## src/rtl/alu1_if.sv

```systemverilog
// Operand/result bundle for the alu1 slice array: operands, carry-in and op code
// travel towards the ALU, the registered result and carry-out travel back.
interface alu1_if #(
  parameter int WIDTH = 1
) ();
  logic [WIDTH-1:0] i0;
  logic [WIDTH-1:0] i1;
  logic             cin;
  logic [1:0]       op;
  logic [WIDTH-1:0] y;
  logic             cout;

  modport master (output i0, i1, cin, op, input y, cout);
  modport slave  (input i0, i1, cin, op, output y, cout);
endinterface

```

## src/rtl/alu1.sv

```systemverilog
// Registered ripple-carry ALU: AND, OR, ADD, SUB over WIDTH bit slices with
// carry-in, one cycle of latency, async active-low reset on the outputs.
module alu1 #(
  parameter int WIDTH = 1
) (
  input  logic   clk,
  input  logic   rst_n,
  alu1_if.slave  bus
);

  localparam logic [1:0] OP_AND = 2'b00;
  localparam logic [1:0] OP_OR  = 2'b01;
  localparam logic [1:0] OP_ADD = 2'b10;
  localparam logic [1:0] OP_SUB = 2'b11;

  logic [WIDTH-1:0] y_d, y_q;
  logic             cout_d, cout_q;
  logic [WIDTH:0]   chain;

  // Per-slice full adder chain; returns {carry out of MSB, sum bits}.
  function automatic logic [WIDTH:0] ripple(input logic [WIDTH-1:0] a,
                                            input logic [WIDTH-1:0] b,
                                            input logic             c0);
    logic [WIDTH:0]   c;
    logic [WIDTH-1:0] s;
    c[0] = c0;
    for (int k = 0; k < WIDTH; k++) begin
      s[k]   = a[k] ^ b[k] ^ c[k];
      c[k+1] = (a[k] & b[k]) | (a[k] & c[k]) | (b[k] & c[k]);
    end
    return {c[WIDTH], s};
  endfunction

  // Stage: combinational slice logic
  always_comb begin
    y_d    = '0;
    cout_d = 1'b0;
    chain  = ripple(bus.i0, (bus.op == OP_SUB) ? ~bus.i1 : bus.i1, bus.cin);
    case (bus.op)
      OP_AND: y_d = bus.i0 & bus.i1;
      OP_OR:  y_d = bus.i0 | bus.i1;
      OP_ADD, OP_SUB: begin
        y_d    = chain[WIDTH-1:0];
        cout_d = chain[WIDTH];
      end
      default: begin
        y_d    = '0;
        cout_d = 1'b0;
      end
    endcase
  end

  // Stage: output register
  always_ff @(posedge clk or negedge rst_n) begin
    if (!rst_n) begin
      y_q    <= '0;
      cout_q <= 1'b0;
    end else begin
      y_q    <= y_d;
      cout_q <= cout_d;
    end
  end

  assign bus.y    = y_q;
  assign bus.cout = cout_q;

endmodule

```

## src/flat_wrapper.sv

```systemverilog
// flat-port wrapper written by rule: the top's interface ports become plain ports
module alu1_flat 
#(
  parameter int WIDTH = 1
)
  (clk, rst_n, bus_i0, bus_i1, bus_cin, bus_op, bus_y, bus_cout);
  alu1_if #(.WIDTH(WIDTH)) bus_i ();
  input  logic clk;
  input  logic rst_n;
  input wire logic [$bits(bus_i.i0)-1:0] bus_i0;
  input wire logic [$bits(bus_i.i1)-1:0] bus_i1;
  input wire logic [$bits(bus_i.cin)-1:0] bus_cin;
  input wire logic [$bits(bus_i.op)-1:0] bus_op;
  output wire logic [$bits(bus_i.y)-1:0] bus_y;
  output wire logic [$bits(bus_i.cout)-1:0] bus_cout;
  assign bus_i.i0 = bus_i0;
  assign bus_i.i1 = bus_i1;
  assign bus_i.cin = bus_cin;
  assign bus_i.op = bus_op;
  assign bus_y = bus_i.y;
  assign bus_cout = bus_i.cout;
  alu1 #(.WIDTH(WIDTH)) u_core (.clk(clk), .rst_n(rst_n), .bus(bus_i));
endmodule
```

## config.mk

```make
export PLATFORM = sky130hd
export DESIGN_NAME = alu1_flat
export DESIGN_NICKNAME = d
export VERILOG_FILES = /design/src/rtl/alu1_if.sv /design/src/rtl/alu1.sv /design/src/flat_wrapper.sv
export SDC_FILE = /design/constraint.sdc
export NUM_CORES = 1
export LEC_CHECK = 0
export CAP_MARGIN = 20
export CELL_PAD_IN_SITES_DETAIL_PLACEMENT = 1
export CELL_PAD_IN_SITES_GLOBAL_PLACEMENT = 1
export CORE_AREA = 3 3 40 42
export DETAILED_ROUTE_END_ITERATION = 12
export DIE_AREA = 0 0 43 45
export PLACE_DENSITY_LB_ADDON = 0.1
export SLEW_MARGIN = 15
export SYNTH_ARGS = -nofsm -noshare
export SYNTH_HDL_FRONTEND = slang
export SYNTH_SLANG_ARGS = --single-unit
```

## constraint.sdc

```tcl
create_clock -name clk -period 1 [get_ports clk]
set_clock_uncertainty 0.1 [all_clocks]
set_input_delay 0.15 -clock clk [delete_from_list [all_inputs] [get_ports clk]]
set_output_delay 0.15 -clock clk [all_outputs]
set_load 0.1 [all_outputs]
```

# Word-level counts from Yosys, hierarchy flattened
# Cells that the tools add are included.
[op_classes]
add_sub_neg = 0
multipliers = 0
div_mod_pow = 0
order_cmp = 0
n_eq_ne = 3
shift = 0
mux = 3
bitwise_logic = 10
reduce_logical = 2
[ops]
columns = ["op", "n"]
rows = [
  ["bitwise AND 1 bit", 4],
  ["== test 2 bit, second input constant", 2],
  ["bitwise OR 1 bit", 3],
  ["one-hot mux 1 bit (3 select lines)", 1],
  ["== test 2 x 1 -> 1 bit, second input constant", 1],
  ["zero test 2 bit", 1],
  ["two-way mux 1 bit", 2],
  ["OR reduction 2 bit", 1],
  ["XOR 1 bit", 2],
  ["NOT 1 bit", 1],
]
[word_totals]
regBits = 2
latch_bits = 0
ramBits = 0
rom_bits = 0
inputBits = 7
output_inout_bits = 2
word_cells = 20
n_memories = 0

# Depth between registers and ports, before layout
# Gate-level depths: netlist of the first run.
[logic_depth]
depth_word = 6
mapped_depth = 4
ltp_nobuf = 4

# Worst setup path before layout of the first run
# OpenSTA, ideal clock, no wires.
[synth_timing]
path_type = "reg-to-output"
start = "register u_core.cout_q, in the netlist u_core.bus.cout"
end = "output port bus_cout"
arrival_time_ns = 0.883
required_time_ns = 0.750
path_slack_ns = -0.133
stages_incl_launch_ff = 1
n_path_buf = 0
path_cell_list = "dfrtp_1"
[synth_lines]
columns = ["element", "line_no", "text"]
rows = [
  ["start: declaration", "alu1.sv:17", "logic cout_d, cout_q;"],
  ["start signal: assignment", "alu1.sv:60", "cout_q <= cout_d;"],
  ["end: declaration", "flat_wrapper.sv:15", "output wire logic [$bits(bus_i.cout)-1:0] bus_cout;"],
]
# No word-level cell between the ends.

# Worst setup path in the final report of the first run
[layout_timing]
start = "register u_core.y_q, in the netlist u_core.bus.y"
end = "output port bus_y"
[layout_lines]
columns = ["element", "line_no", "text"]
rows = [
  ["start: declaration", "alu1.sv:16", "logic [WIDTH-1:0] y_d, y_q;"],
  ["start signal: assignment", "alu1.sv:59", "y_q <= y_d;"],
  ["end: declaration", "flat_wrapper.sv:14", "output wire logic [$bits(bus_i.y)-1:0] bus_y;"],
]
# No word-level cell between the ends.

==> results of run 1 <==
[final cells by class]
cell class | count | area [um2] | area share [%]
inverters | 3 | 11.26 | 3.557
repair buffers | 13 | 141.4 | 44.66
clock buffers | 3 | 22.52 | 7.115
multi-input cells | 7 | 70.07 | 22.13
well taps | 15 | 18.77 | 5.929
flip-flops and latches | 2 | 52.55 | 16.60
[cells in the final DEF (no fill, tap or decap), types with 2 or more instances in the layout]
master / synthesis / final
clkbuf_4: 0 / 3
inv_1: 3 / 3
buf_12: 0 / 2
dfrtp_2: 0 / 2
dlygate4sd2_1: 0 / 2
buf_4: 0 / 5
[sequential cells by signal (all words and copies together), names as in the netlist]
signal           count
u_core.bus.cout      1
u_core.bus.y         1
[through the flow]
step | setup TNS (ns) | worst slack, ns
detailed placement | -1.231 | -0.7174
floorplan | -0.1249 | -0.1249
global route | -0.1846 | -0.07138
global placement | -1.216 | -0.6889
finish | -0.1064 | -0.05154
CTS | -0.1486 | -0.06067
[path summary, 6_finish.rpt]
kind                                    to  slack (ns)          from
setup / recovery                     bus_y       -0.05  u_core.bus.y
hold / removal             u_core.bus.cout        0.17     bus_op[1]
max in group asynchronous  u_core.bus.cout        0.13         rst_n
min in group asynchronous     u_core.bus.y        0.53         rst_n
[layer usage]
layer	up-vias	routed length, um
met3	4	52
li1	69	-
met4	0	43
met5	-	0
met1	66	99
met2	11	190
[power by group through the flow]
stage	registers, mW	logic [mW]	clock network [mW]
detailed placement	0.101	0.175	0
global placement	0.100	0.175	0
global route	0.100	0.191	0.208
finish	0.100	0.181	0.185
CTS	0.100	0.182	0.194
floorplan	0.163	0.0218	0
[cell families after synthesis]
kind of cell / after synthesis / share of synthesized area (%)
AOI/OAI and AO/OA: 3 / 16.13
adders and majority gates: 1 / 17.20
buffers and inverters: 3 / 9.677
xor gates and xnor gates: 1 / 7.528
DFF: 2 / 43.01
and+or+nand+nor: 2 / 6.445
[what timing repair did]
action	in CTS	in global routing
gates resized for setup	20	1
setup buffers	0	0
pin swaps	4	2
setup endpoints to repair	4	3
hold buffers	1	0
hold endpoints to repair	2	0
==> flow_summary.ini, run 1 <==
[outcome]
status = finished, violations left
violations = negative setup slack

[synthesis]
synth_cell_types = 9
synth_edf_count = 0
synth_top_area_cell = dfrtp_1
syn_inst = 12
ys_seq_area_share_pct = 43.01
synth_flop_cell = dfrtp_1
avgSynthCellArea_um2 = 9.697
synth_seq_cells = 2
synth_most_common_cell = inv_1
ys_top_cells_by_count = inv_1, dfrtp_1
netlist_area_um2 = 116.4
synth_nets = 20
synthTopCellsByArea = dfrtp_1, fa_1, inv_1
netlist.area_leader.share_pct = 43.01
ys_warn_count = 0
synth-async-reset-ratio_pct = 100.0

[critical_path]
path_depth = 1
crit_chain = buf_12
crit_required_ns = 0.75
worstSetupPathType = flop to output port
critPathBufInv = 1
cp-start-kind = flop
crit_family = flip-flops
crit_path_top_delay_cell = dfrtp_2
cp-end-kind = output port
cp_max_fo = 1
max_stage_delay_ns = 0.40
arrival_ns = 0.80

[sta]
fmax_mhz = 951.0
maxSlewHeadroom_pct = 90.34
rsz0062_at_grt = true
timing.final.ws_setup_ns = -0.05154
min_period_over_period_pct = 105.2
hold_viol_final = 0
slew_violations = 0
finalCriticalPeriod_ns = 1.052
tightest_slew_ns = 0.1448
setup_viol = 3
holdWs_ns = 0.1681

[detailed_routing]
wirelength_um = 385
first_pass_iters = 1
wl_per_cell_um = 8.953
post_drt_via_cell_ratio = 3.488
dr_total_vias = 150
drtIter0Drc = 0
ant_nets = 0
drcViolationCount = 0

[floorplan]
die_w_um = 43
dieArea_um2 = 1935
initial_core_util_pct = 9.056
num_rows = 13
fp.dieH_um = 45
pin_count = 9
core_um2 = 1285

[clocking]
htreeDepth = 1
cts_tree = built
path_clk_slew_ns = 0.03
cts_buffer_depth = 2
cts_sinks = 2
cts_made_buffers = 3
cts-root-buf = clkbuf_4

[global_routing]
antenna_found_initial = 0
gr-total-overflow = 0
grt_pass1_wl_um = 614
gr-usage-met3_pct = 0.7968
grt.busiest_layer = met4
track_usage_pct = 5.500
grt_pass1_vias = 165
gr-usage-met1_pct = 4.106
grt_use_met2_pct = 6.886
grt_max_degree = 3

[hold_path]
worstHoldPathCells = 4
hp-class = input port to flop

[layout]
antenna_cells = 0
fin_cells = 43
fin_util_pct = 24.63
final_nets = 38
drive_gt1_share_pct = 57.14
syn2layout_area_growth_pct = 172.0
postLayoutCellArea_um2 = 316.6
n_fill_cell = 156

[pwr]
p_leak_nw = 0.1535
clkPwrFrac_pct = 39.8
ir_drop_mv = 0.2861
pwr-share-comb_pct = 38.8
power.total_mw = 0.4662
swShare_pct = 34.29
pwr-share-seq_pct = 21.4
p_int_mw = 0.3063
power.switching_mw = 0.1599
power_density_nw_per_um2 = 1473

[flow_run]
max_cap_violations = 0

[place]
placedCellCount = 39
place_area_um2 = 267.8
io_buffers = 8
gp_congestion = 0.6518
Note: power is estimated with default switching activity, not from simulation.
==> run 2, diff against run 1 <==
- CAP_MARGIN: 20 -> default
==> results of run 2 <==
Same layout as run 1: the final DEF is identical, and so are final timing and power.
==> run 3, diff against run 2 <==
- ABC_AREA: default -> 1
- CAP_MARGIN: default -> 20
==> run 3 against run 2 <==
Compared with the run above: the flow still finishes with violations (negative setup slack); first-iteration DRC count did not move; utilization up 2.2 points; design area increased by 9.1%; sequential power about the same; maximum frequency is 0.13% lower; hold slack lost 0.018 ns; cell count is 19% higher; die area did not move; global-route usage about the same; setup slack worse by 0.0014 ns; wire length down 4.7%.
==> flow_summary.ini, run 3 <==
[clocking]
cts-root-buf = clkbuf_4
htreeDepth = 1
cts_setup_buffers = 0
cts_buffer_depth = 2
path_clk_slew_ns = 0.03
cts_made_buffers = 3
cts_sinks = 2
cts_tree = built

[sta]
timing.final.ws_setup_ns = -0.05293
maxSlewHeadroom_pct = 91.76
rsz0062_at_grt = true
fmax_mhz = 949.7
slew_violations = 0
hold_viol_final = 0
setup_viol = 3
min_period_over_period_pct = 105.3
tightest_slew_ns = 0.1236
finalCriticalPeriod_ns = 1.053

[synthesis]
ys_warn_count = 0
synth-async-reset-ratio_pct = 100.0
synth_seq_cells = 2
synth_top_family_by_area = simple AND/OR/NAND/NOR gates
synth_xor_area_share_pct = 6.087
synth_flop_cell = dfrtp_1
synth_most_common_cell = inv_1
ys_top_cells_by_count = inv_1, nand2_1, nor2_1, dfrtp_1
synth_nets = 29
netlist_area_um2 = 143.9
synthSimpleGateAreaFrac_pct = 26.96
synth_mux_area_share_pct = 0
synth_edf_count = 0
ys_seq_area_share_pct = 34.78
synth_top_area_cell = dfrtp_1
syn_inst = 21
synthTopCellsByArea = dfrtp_1, inv_1, nand2_1
synth_compound_area_share_pct = 0
synthAdderAreaFrac_pct = 13.91
avgSynthCellArea_um2 = 6.852
netlist.area_leader.share_pct = 34.78
synth_cell_types = 7

[detailed_routing]
ant_nets = 0
post_drt_via_cell_ratio = 3.118
first_pass_iters = 1
drtIter0Drc = 0
wirelength_um = 367
wl_per_cell_um = 7.196
dr_total_vias = 159
drcViolationCount = 0

[pwr]
ir_drop_mv = 0.5004
power_density_nw_per_um2 = 1413
p_leak_nw = 0.1855
power.total_mw = 0.4880

[layout]
antenna_cells = 0
syn2layout_area_growth_pct = 140.0
drive_gt1_share_pct = 47.22
final_cell_mix = inv_1, nand2_1, nor2_1, clkbuf_4, buf_8
fin_util_pct = 26.87
final_nets = 45
n_fill_cell = 161
postLayoutCellArea_um2 = 345.3

[flow_run]
max_cap_violations = 0

[place]
gp_congestion = 0.6164
io_buffers = 8
dp_hpwl_um = 296.5
place_area_um2 = 279.0

[floorplan]
core_um2 = 1285
num_rows = 13
dieArea_um2 = 1935
fp.dieH_um = 45
pin_count = 9
initial_core_util_pct = 11.20
die_w_um = 43

[global_routing]
gr-total-overflow = 0
track_usage_pct = 5.495
grt_pass1_wl_um = 752
grt_pass1_vias = 188
antenna_found_initial = 0
grt_max_degree = 5

[critical_path]
worstSetupPathType = input port to flop
cp-end-kind = flop
arrival_ns = 1.05
cp_max_fo = 3
cp-start-kind = input port
crit_required_ns = 1.00

[outcome]
violations = negative setup slack
status = finished, violations left

[hold_path]
worstHoldPathCells = 5
min_from = bus_i1
hold_path_end = u_core.bus.y
hp-class = input port to flop
run 3: timing repair:
item                                    in CTS  in global routing
hold buffers                                 1                  0
pin swaps                                    4                  3
gates resized for setup                     21                  9
endpoints found under the setup margin       4                  3
hold endpoints to repair                     2                  0
run 3: area by class of cell:
cell class,instances,area [um2],area share (%)
multi-input cells,12,87.58,25.36
repair buffers,11,135.1,39.13
flip-flops and latches,2,51.30,14.86
inverters,7,26.28,7.609
clock buffers,4,26.28,7.609
well taps,15,18.77,5.435
run 3: critical path, stage by stage:
cell and delay, ns:
buf_8 0.10, xor2_2 0.16, fa_1 0.48, inv_1 0.04
nand2_1 0.06, nand3_2 0.06
run 3: power breakdown:
group / switching [mW] / leakage, nW / internal [mW]
clock network: 0.0489 / 0.0150 / 0.148
registers: 0.00717 / 0.0236 / 0.0913
logic: 0.108 / 0.147 / 0.0846
total: 0.164 / 0.186 / 0.324
run 3: kinds of logic after synthesis:
logic type / after synthesis
DFF: 2
adders and majority gates: 1
buffers and inverters: 7
and+or+nand+nor: 10
xor gates and xnor gates: 1
run 3: how the worst max path moves through the flow:
stage / start / to / slack (ns)
6_report: bus_i1 / u_core.bus.y / -0.05
5_1_grt: bus_cin / u_core.bus.y / -0.09
3_5_place_dp: bus_op[1] / u_core.bus.y / -0.74
4_1_cts: bus_op[0] / u_core.bus.y / -0.14
3_3_place_gp: bus_op[1] / u_core.bus.y / -0.73
2_1_floorplan: bus_op[1] / u_core.bus.y / -0.17
run 3: stage by stage:
| step | setup TNS, ns | cells | hold WS (ns) | setup WS (ns) |
|---|---|---|---|---|
| final | -0.1218 | 51 | 0.1506 | -0.05293 |
| after global routing | -0.2056 | 51 | 0.1787 | -0.09116 |
| after CTS | -0.2353 | 51 | 0.1597 | -0.1422 |
| after detailed placement | -1.260 | 46 | 0.2231 | -0.7393 |
| after global placement | -1.253 | 46 | 0.2210 | -0.7349 |
| after floorplan | -0.3011 | 21 | -0.2456 | -0.1679 |
run 3: metal layers:
layer,global-route usage [%],share of wire [%],up-vias
met5,0,0,-
met4,3.614,0,0
met2,8.383,54,5
met3,2.789,6.3,0
li1,-,-,86
met1,6.024,39,68
